## config.mk

```make
export PLATFORM = sky130hd
export DESIGN_NAME = dac_spi_transmitter_flat
export DESIGN_NICKNAME = d
export VERILOG_FILES = /design/src/rtl/dac_spi_transmitter_pkg.sv /design/src/rtl/dac_spi_transmitter_if.sv /design/src/rtl/dac_spi_clkgen.sv /design/src/rtl/dac_spi_transmitter.sv /design/src/flat_wrapper.sv
export SDC_FILE = /design/constraint.sdc
export NUM_CORES = 1
export LEC_CHECK = 0
export BUFFER_PORTS_ARGS = -buffer_cell sky130_fd_sc_hd__buf_2
export CORE_MARGIN = 2
export CORE_UTILIZATION = 40
export DETAILED_ROUTE_END_ITERATION = 8
export PLACE_DENSITY_LB_ADDON = 0.3
export SLEW_MARGIN = 20
export SYNTH_ARGS = -nofsm -noshare
export SYNTH_HDL_FRONTEND = slang
export SYNTH_HIERARCHICAL = 1
export SYNTH_SLANG_ARGS = --single-unit
export TNS_END_PERCENT = 20
```

## constraint.sdc

```tcl
create_clock -name clk -period 2.6 [get_ports clk]
set_input_delay 0.52 -clock clk [delete_from_list [all_inputs] [get_ports clk]]
set_output_delay 0.52 -clock clk [all_outputs]
set_load 0.01 [all_outputs]
```

## src/rtl/dac_spi_transmitter_pkg.sv

```systemverilog
// dac_spi_transmitter_pkg: shared defaults and FSM encoding for the SPI DAC transmitter
package dac_spi_transmitter_pkg;
  localparam int DEF_DATA_W = 12;
  localparam int DEF_CLK_DIV = 4;
  localparam logic [3:0] DEF_CFG_NIB = 4'b0111;
  localparam int FRAME_W = 4 + DEF_DATA_W;
  typedef enum logic [1:0] {IDLE, SHIFT, CS_HIGH, LDAC} state_e;
endpackage

```

## src/rtl/dac_spi_transmitter_if.sv

```systemverilog
// dac_spi_transmitter_if: sample handshake, status flags and SPI DAC pins
interface dac_spi_transmitter_if #(parameter int DATA_W = 12);
  logic              sample_valid;
  logic [DATA_W-1:0] sample_data;
  logic              sample_ready;
  logic              busy;
  logic              frame_done;
  logic              overrun;
  logic              dac_cs_n;
  logic              dac_sclk;
  logic              dac_mosi;
  logic              dac_ldac_n;
  modport master (output sample_valid, sample_data,
                  input  sample_ready, busy, frame_done, overrun, dac_cs_n, dac_sclk, dac_mosi, dac_ldac_n);
  modport slave  (input  sample_valid, sample_data,
                  output sample_ready, busy, frame_done, overrun, dac_cs_n, dac_sclk, dac_mosi, dac_ldac_n);
endinterface

```

## src/rtl/dac_spi_clkgen.sv

```systemverilog
// dac_spi_clkgen: CLK_DIV phase counter producing SCLK rise/fall enables
module dac_spi_clkgen #(
  parameter int CLK_DIV = 4
) (
  input  logic clk,
  input  logic rst_n,
  input  logic en,
  input  logic clr,
  output logic sclk_rise,
  output logic sclk_fall
);
  localparam int CNT_W = CLK_DIV > 1 ? $clog2(CLK_DIV) : 1;
  localparam logic [CNT_W-1:0] CNT_LAST = CNT_W'(CLK_DIV - 1);
  logic [CNT_W-1:0] cnt_q, cnt_d;
  logic lvl_q, lvl_d, last;
  // lvl tracks which half-period is running: 0 = low phase, 1 = high phase
  always_comb begin
    last = cnt_q == CNT_LAST;
    cnt_d = (!en || clr || last) ? '0 : cnt_q + 1'b1;
    lvl_d = (!en || clr) ? 1'b0 : lvl_q ^ last;
    sclk_rise = en && last && !lvl_q;
    sclk_fall = en && last && lvl_q;
  end
  always_ff @(posedge clk or negedge rst_n)
    if (!rst_n) begin
      cnt_q <= '0;
      lvl_q <= 1'b0;
    end else begin
      cnt_q <= cnt_d;
      lvl_q <= lvl_d;
    end
endmodule

```

## src/rtl/dac_spi_transmitter.sv

```systemverilog
// dac_spi_transmitter: frames 12-bit samples as {CFG_NIB,data} and shifts them to an SPI DAC, MSB first.
// Define DAC_SPI_LDAC_EN to add a 2*CLK_DIV ldac_n pulse after each frame.
module dac_spi_transmitter
  import dac_spi_transmitter_pkg::*;
#(
  parameter int DATA_W = DEF_DATA_W,
  parameter int CLK_DIV = DEF_CLK_DIV,
  parameter logic [3:0] CFG_NIB = DEF_CFG_NIB
) (
  input logic clk,
  input logic rst_n,
  dac_spi_transmitter_if.slave bus
);
  localparam int FW = 4 + DATA_W;
  localparam int BIT_W = $clog2(FW);
  localparam logic [BIT_W-1:0] LAST_BIT = BIT_W'(FW - 1);
`ifdef DAC_SPI_LDAC_EN
  localparam logic LDAC_RST = 1'b1;
`else
  localparam logic LDAC_RST = 1'b0;
`endif
  state_e state_q, state_d;
  logic [FW-1:0] shreg_q, shreg_d;
  logic [DATA_W-1:0] hold_q, hold_d;
  logic [BIT_W-1:0] bit_q, bit_d;
  logic hold_full_q, hold_full_d, tail_q, tail_d;
  logic cs_n_q, cs_n_d, sclk_q, sclk_d, mosi_q, mosi_d, ldac_n_q, ldac_n_d;
  logic busy_q, busy_d, done_q, done_d, ready_q, ready_d, overrun_q, overrun_d;
  logic sclk_rise, sclk_fall, launch, store;
  assign launch = state_q == IDLE && (bus.sample_valid || hold_full_q);
  assign store = bus.sample_valid && (state_q != IDLE || hold_full_q);
  dac_spi_clkgen #(.CLK_DIV(CLK_DIV)) u_clkgen (
    .clk       (clk),
    .rst_n     (rst_n),
    .en        (state_q != IDLE),
    .clr       (state_d != state_q),
    .sclk_rise (sclk_rise),
    .sclk_fall (sclk_fall)
  );
  always_ff @(posedge clk or negedge rst_n)
    if (!rst_n) state_q <= IDLE;
    else state_q <= state_d;
  // each state restarts the phase counter, so a rise enable marks CLK_DIV cycles in state
  always_comb begin
    state_d = state_q;
    case (state_q)
      IDLE:    state_d = launch ? SHIFT : IDLE;
      SHIFT:   state_d = (sclk_rise && tail_q) ? CS_HIGH : SHIFT;
`ifdef DAC_SPI_LDAC_EN
      CS_HIGH: state_d = sclk_rise ? LDAC : CS_HIGH;
      default: state_d = sclk_fall ? IDLE : LDAC;
`else
      default: state_d = sclk_rise ? IDLE : CS_HIGH;
`endif
    endcase
  end
  always_comb begin
    shreg_d = shreg_q;
    bit_d = bit_q;
    tail_d = tail_q;
    mosi_d = mosi_q;
    sclk_d = sclk_q;
    if (launch) begin
      shreg_d = {CFG_NIB, hold_full_q ? hold_q : bus.sample_data};
      bit_d = '0;
      tail_d = 1'b0;
      mosi_d = CFG_NIB[3];
    end else if (state_q == SHIFT) begin
      if (sclk_rise) sclk_d = !tail_q;
      if (sclk_fall) begin
        sclk_d = 1'b0;
        tail_d = bit_q == LAST_BIT;
        bit_d = tail_d ? bit_q : bit_q + 1'b1;
        shreg_d = tail_d ? shreg_q : shreg_q << 1;
        mosi_d = tail_d ? mosi_q : shreg_q[FW-2];
      end
    end
    cs_n_d = state_d != SHIFT;
    busy_d = state_d != IDLE;
    done_d = state_q == SHIFT && state_d == CS_HIGH;
    hold_d = store ? bus.sample_data : hold_q;
    hold_full_d = store || (hold_full_q && !launch);
    overrun_d = overrun_q || (store && hold_full_q && !launch);
    ready_d = state_d == IDLE && !hold_full_d;
`ifdef DAC_SPI_LDAC_EN
    ldac_n_d = state_d != LDAC;
`else
    ldac_n_d = 1'b0;
`endif
  end
  always_ff @(posedge clk or negedge rst_n)
    if (!rst_n) begin
      shreg_q <= '0;
      hold_q <= '0;
      bit_q <= '0;
      hold_full_q <= 1'b0;
      tail_q <= 1'b0;
      cs_n_q <= 1'b1;
      sclk_q <= 1'b0;
      mosi_q <= 1'b0;
      ldac_n_q <= LDAC_RST;
      busy_q <= 1'b0;
      done_q <= 1'b0;
      ready_q <= 1'b1;
      overrun_q <= 1'b0;
    end else begin
      shreg_q <= shreg_d;
      hold_q <= hold_d;
      bit_q <= bit_d;
      hold_full_q <= hold_full_d;
      tail_q <= tail_d;
      cs_n_q <= cs_n_d;
      sclk_q <= sclk_d;
      mosi_q <= mosi_d;
      ldac_n_q <= ldac_n_d;
      busy_q <= busy_d;
      done_q <= done_d;
      ready_q <= ready_d;
      overrun_q <= overrun_d;
    end
  assign bus.dac_cs_n = cs_n_q;
  assign bus.dac_sclk = sclk_q;
  assign bus.dac_mosi = mosi_q;
  assign bus.dac_ldac_n = ldac_n_q;
  assign bus.busy = busy_q;
  assign bus.frame_done = done_q;
  assign bus.sample_ready = ready_q;
  assign bus.overrun = overrun_q;
endmodule

```

## src/flat_wrapper.sv

```systemverilog
// flat-port wrapper written by rule: the top's interface ports become plain ports
module dac_spi_transmitter_flat import dac_spi_transmitter_pkg::*;
#(
  parameter int DATA_W = DEF_DATA_W,
  parameter int CLK_DIV = DEF_CLK_DIV,
  parameter logic [3:0] CFG_NIB = DEF_CFG_NIB
)
  (clk, rst_n, bus_sample_valid, bus_sample_data, bus_sample_ready, bus_busy, bus_frame_done, bus_overrun, bus_dac_cs_n, bus_dac_sclk, bus_dac_mosi, bus_dac_ldac_n);
  dac_spi_transmitter_if #(.DATA_W(DATA_W)) bus_i ();
  input logic clk;
  input logic rst_n;
  input wire logic [$bits(bus_i.sample_valid)-1:0] bus_sample_valid;
  input wire logic [$bits(bus_i.sample_data)-1:0] bus_sample_data;
  output wire logic [$bits(bus_i.sample_ready)-1:0] bus_sample_ready;
  output wire logic [$bits(bus_i.busy)-1:0] bus_busy;
  output wire logic [$bits(bus_i.frame_done)-1:0] bus_frame_done;
  output wire logic [$bits(bus_i.overrun)-1:0] bus_overrun;
  output wire logic [$bits(bus_i.dac_cs_n)-1:0] bus_dac_cs_n;
  output wire logic [$bits(bus_i.dac_sclk)-1:0] bus_dac_sclk;
  output wire logic [$bits(bus_i.dac_mosi)-1:0] bus_dac_mosi;
  output wire logic [$bits(bus_i.dac_ldac_n)-1:0] bus_dac_ldac_n;
  assign bus_i.sample_valid = bus_sample_valid;
  assign bus_i.sample_data = bus_sample_data;
  assign bus_sample_ready = bus_i.sample_ready;
  assign bus_busy = bus_i.busy;
  assign bus_frame_done = bus_i.frame_done;
  assign bus_overrun = bus_i.overrun;
  assign bus_dac_cs_n = bus_i.dac_cs_n;
  assign bus_dac_sclk = bus_i.dac_sclk;
  assign bus_dac_mosi = bus_i.dac_mosi;
  assign bus_dac_ldac_n = bus_i.dac_ldac_n;
  dac_spi_transmitter #(.DATA_W(DATA_W), .CLK_DIV(CLK_DIV), .CFG_NIB(CFG_NIB)) u_core (.clk(clk), .rst_n(rst_n), .bus(bus_i));
endmodule
```

After elaboration in Yosys (flattened, before gate mapping)
Index checks and enable logic that the tools add are counted.
- add/subtract/negate cells: 2
- equal/unequal tests: 7
- muxes and demuxes: 24
- bitwise logic cells: 2
- reductions and logical operators: 32
- operators with widths (kind ; count):
    two-way mux 15 bit ; 4
    two-way mux 4 bit ; 4
    two-way mux 12 bit ; 1
    logical AND 1 bit ; 11
    two-way mux 1 bit ; 11
    nonzero test 2 bit ; 5
    logical OR 1 bit ; 6
    two-way mux 2 bit ; 3
    AND reduction 3 bit ; 2
    logical NOT 1 bit ; 5
    adder 4 x 1 -> 4 bit, second input constant ; 1
    equality test 2 bit, second input constant ; 2
    equality test 4 bit, second input constant ; 1
    logical NOT 2 bit ; 2
    != test 2 x 1 -> 1 bit, second input constant ; 2
    one-hot mux 2 bit (2 select lines) ; 1
    adder 2 x 1 -> 2 bit, second input constant ; 1
    equality test 2 x 1 -> 1 bit, second input constant ; 1
    != test 2 bit ; 1
    AND reduction 2 bit ; 1
    NOT 1 bit ; 1
    XOR 1 bit ; 1
- flip-flop bits (word level): 45
- input bits: 15
- output and inout bits: 8
- word-level logic and storage cells: 82

Depth between registers and ports, before layout
- depth after elaboration: 10
- gate-level depth with buffers: 9
- mapped depth without buffers: 6

By module
The synthesis kept the hierarchy.
- by module, submodules not included (module ; instances ; cells an instance ; area each (um^2) ; seq. area each (um^2)):
    dac_spi_transmitter ; 1 ; 198 ; 2069.5 ; 1053.5
    dac_spi_clkgen ; 1 ; 12 ; 133.9 ; 75.1

Worst setup path before layout
No wires, ideal clock.
- path kind: reg-to-reg
- start point: reg u_core.state_q[1]
- end point: reg u_core.shreg_q[10]
- library setup time: 0.081 ns
- arrival time: 1.921 ns
- required time: 2.519 ns
- path slack: 0.597 ns
- stages on the path, launching flop included: 10
- path buffers: 4
- period minus slack after synthesis: 2.003 ns
- cells stage by stage: dfrtp_1 -> or2_1 -> buf_6 -> clkbuf_1 -> and3_2 -> and3b_1 -> buf_2 -> buf_2 -> nand3_1 -> a31oi_2
- cells in the longest elaborated chain, start to end: 5
- elaborated cells on any way between the ends: 11
- classes of those cells: eq/ne (2); mux (1); reduce/logical (8)
- RTL lines (what ; RTL line ; text):
    start, declared ; dac_spi_transmitter.sv:22 ; state_e state_q, state_d;
    start signal, assigned ; dac_spi_transmitter.sv:42 ; else state_q <= state_d;
    nonzero test 2 bit ; dac_spi_transmitter.sv:35 ; .en (state_q != IDLE),
    logical AND 1 bit (2 in a row) ; dac_spi_clkgen.sv:22 ; sclk_fall = en && last && lvl_q;
    via u_core.sclk_fall ; dac_spi_transmitter.sv:29 ; logic sclk_rise, sclk_fall, launch, store;
    nonzero test 2 bit (no source line) ; - ;
    AND reduction 3 bit (no source line) ; - ;
    end signal, assigned ; dac_spi_transmitter.sv:107 ; shreg_q <= shreg_d;
    end, declared ; dac_spi_transmitter.sv:23 ; logic [FW-1:0] shreg_q, shreg_d;
The timed path passes the listed nets, and every way through them passes these cells.
A chain may end at the register's enable or synchronous reset.

Worst setup path in the final report
- start point: reg u_core.state_q[0]
- end point: reg u_core.tail_q
- cells in the longest elaborated chain, start to end: 5
- elaborated cells on any way between the ends: 10
- classes of those cells: eq/ne (1); mux (1); reduce/logical (8)
- RTL lines (what ; RTL line ; text):
    nonzero test 2 bit ; dac_spi_transmitter.sv:35 ;
    logical AND 1 bit (2 in a row) ; dac_spi_clkgen.sv:22 ;
    via u_core.sclk_fall ; dac_spi_transmitter.sv:29 ;
    nonzero test 2 bit (no source line) ; - ;
    AND reduction 2 bit (no source line) ; - ;
    end signal, assigned ; dac_spi_transmitter.sv:111 ; tail_q <= tail_d;
    end, declared ; dac_spi_transmitter.sv:26 ; logic hold_full_q, hold_full_d, tail_q, tail_d;
The timed path passes the listed nets, and every way through them passes these cells.

==> reports/results.tsv <==
metric	value	unit
cts_setup_buffers	0	
maxSlewHeadroom	51.6	%
finClkSkew	0.0115	ns
fin_crit_sh	76.9	%
dp_hpwl	2760	um
p_per_area	966	nW/um^2
pre_cts_slack	0.610	ns
drtIter0Drc	104	
path_class	register to register	
ys_seq_elements	45	
clock.fmax	0.500	GHz
final_hold_viol_count	0	
final_nets	243	
setup_viol	0	
hold_class	input port to asynchronous set/reset pin	
die_h	78.2	um
rsz0062_at_grt	no	
core.rowCount	27	
drcViolationCount	0	
syn_nets	227	
drtPass1Iterations	4	
grt_pass1_vias	1499	
p_sw_share	32.8	%
ant_nets	0	
syn_area	2200	um^2
synthCells	210	
seq_area_frac_synth	51.2	%
design_area	2470	um^2
antenna_found_initial	0	
yosysUniqueCellTypes	38	
async_flop_share	100	%
synth_warnings	6	
cp_num_buf_inv	1	
cap_violations	0	
cts_max_level	2	
status	complete, no violations	
met3_usage	3.68	%
die_x	78.2	um
pwr-share-clk	26.4	%
p_leak	1.02	nW
ff2ff_path_depth	6	
critPathTopFamily	simple AND/OR/NAND/NOR gates	
synth_edf_count	0	
fin_crit	2.00	ns
cp.arrival	2.22	ns
maxSlewViolCount	0	
clock-sinks	45	
diodes	0	
grt_overflow_total	0	
synthTopCellsByArea	dfrtp_1 (49%), mux2_1 (6.1%), nand3_1 (5.0%)	
start_kind	register	
power	0.00238	W
syn_avg_cell_area	10.5	um^2
dpl_cell_area	2330	um^2
vias_per_cell	5.34	
required	2.82	ns
tns	0	ns
cts_tree	done	
path_max_fanout	14	
drive_above_1_share	18.9	%
regToRegSetupSlack	0.60	ns
seqPwrFrac	42.2	%
root_buffer	clkbuf_8	
ctsHoldBuffers	0	
endpoint_kind	register	
p_switching	0.000782	W
die-area	6120	um^2
pwr-share-comb	31.4	%
num_vias	1597	
gr-max-usage-layer	met1	
synthFlopType	dfrtp_1	
synth_top_area_share	48.8	%
cts_max_path_buffers	2	
gp_congestion	0.723	
clk_latency	0.30	ns
slowest_delay	0.44	ns
wl_per_cell	14.2	um
worstMarginPinSlew	0.727	ns
pin_count	23	
cts_buffers	5	
grt_usage	15.1	%
syn_to_final_growth	11.9	%
grt_max_degree	31	
holdWs	0.116	ns
path_clk_slew	0.09	ns
grt_use_met1	22.1	%
yosysTopAreaCell	dfrtp_1	
fp.coreArea	5410	um^2
r2r-start	u_core/state_q[0]$_DFF_PN0_	
grtUsageMet2	21.9	%
grt_pass1_wl	7290	um
critical_path.cell_chain	or2_1 -> and3_2 -> nand3b_1 -> buf_4 -> nor2_1 -> a211oi_1	
wirelength	4250	um
initial_core_util	40.8	%
port_buffers	21	
ctsResizeCount	0	
slowest_stage	dfrtp_1	
r2r_end	u_core/tail_q$_DFFE_PN0P_	
peakVddDrop	390	uV
power.internal	0.00160	W
setup_slack	0.602	ns
-- state kept, by name, summed over array words and instances (netlist names) --
signal	cells
u_core/bus.frame_done	1
u_core/bus.busy	1
u_core/hold_full_q	1
u_core/bus.overrun	1
u_core/state_q	2
u_core/shreg_q	15
u_core/u_clkgen/lvl_q	1
u_core/bit_q	4
u_core/bus.sample_ready	1
u_core/tail_q	1
u_core/hold_q	12
u_core/u_clkgen/cnt_q	2
u_core/bus.dac_mosi	1
u_core/bus.dac_sclk	1
u_core/bus.dac_cs_n	1
-- cell usage after synthesis, drive strengths merged, types with 3 or more instances --
cell type and instances:
nand2b 14, buf 7, nand2 7, or3b 11
a31oi 12, mux2 12, clkbuf 9, and3 3
a21oi 17, nand3 22, nor2 6, dfrtp 43
o21ai 21
-- layout make-up --
cell class	count	area [um^2]
multi-input cells	148	975
repair buffers	25	135
inverters	1	3.75
fillers	539	2940
clock buffers	5	68.8
clock inverters	3	65.1
flip-flops and latches	45	1130
well taps	72	90.1
-- routing by layer --
metal | part of all wire (%) | wire length, um
met3 | 4.3 | 181
met5 | 0 | 0
met4 | 1.5 | 63
met2 | 44 | 1850
met1 | 51 | 2150
-- placed cells by master (no fill, tap or decap), drive strengths merged, types with 2 or more instances in the layout --
| cell | count |
|---|---|
| dfrtp | 43 |
| buf | 25 |
| nand3 | 22 |
| o21ai | 21 |
| a21oi | 17 |
| nand2b | 14 |
| mux2 | 12 |
| a31oi | 12 |
| or3b | 11 |
| nand2 | 7 |
| nor2 | 6 |
| clkbuf | 5 |
| and3 | 3 |
| bufinv | 2 |
| or2 | 2 |
| nor2b | 2 |
| or3 | 2 |
| nor3 | 2 |
| ha | 2 |
| dfstp | 2 |
-- cells by family after synthesis --
group	Yosys count	synth area share (%)
xor gates and xnor gates	1	0.398
muxes	13	6.59
adders and majority gates	2	1.14
buffers and inverters	17	4.54
AOI/OAI and AO/OA	56	15.8
DFF	45	51.2
and+or+nand+nor	75	20.2
other	1	0.170
-- worst max-delay path by stage --
| stage | slack, ns | start | cells after the start | to |
|---|---|---|---|---|
| floorplan | 0.60 | u_core/state_q[1]$_DFF_PN0_ | 9 | u_core/shreg_q[10]$_DFFE_PN0P_ |
| finish | 0.60 | u_core/state_q[0]$_DFF_PN0_ | 6 | u_core/tail_q$_DFFE_PN0P_ |
| CTS | 0.58 | u_core/state_q[0]$_DFF_PN0_ | 6 | u_core/tail_q$_DFFE_PN0P_ |
| detailed placement | 0.61 | u_core/state_q[0]$_DFF_PN0_ | 6 | u_core/tail_q$_DFFE_PN0P_ |
| global route | 0.41 | u_core/state_q[0]$_DFF_PN0_ | 6 | u_core/tail_q$_DFFE_PN0P_ |
| global placement | 0.61 | bus_sample_valid | 6 | u_core/u_clkgen/cnt_q[1]$_DFF_PN0_ |
-- power groups by stage --
stage	sequential [W]	clock, W	combinational [W]
finish	0.00101	0.000628	0.000748
detailed placement	0.00102	0	0.000750
global placement	0.00101	0	0.000741
CTS	0.00101	0.000646	0.000752
global route	0.00103	0.000670	0.000859
floorplan	0.00101	0	0.000605
-- per-stage QoR --
step	utilization, %	std cells
CTS	45.6	299
global placement	43.1	291
detailed placement	43.1	291
finish	45.6	299
floorplan	-	210
global route	45.6	299
(Power assumes the default switching activity.)
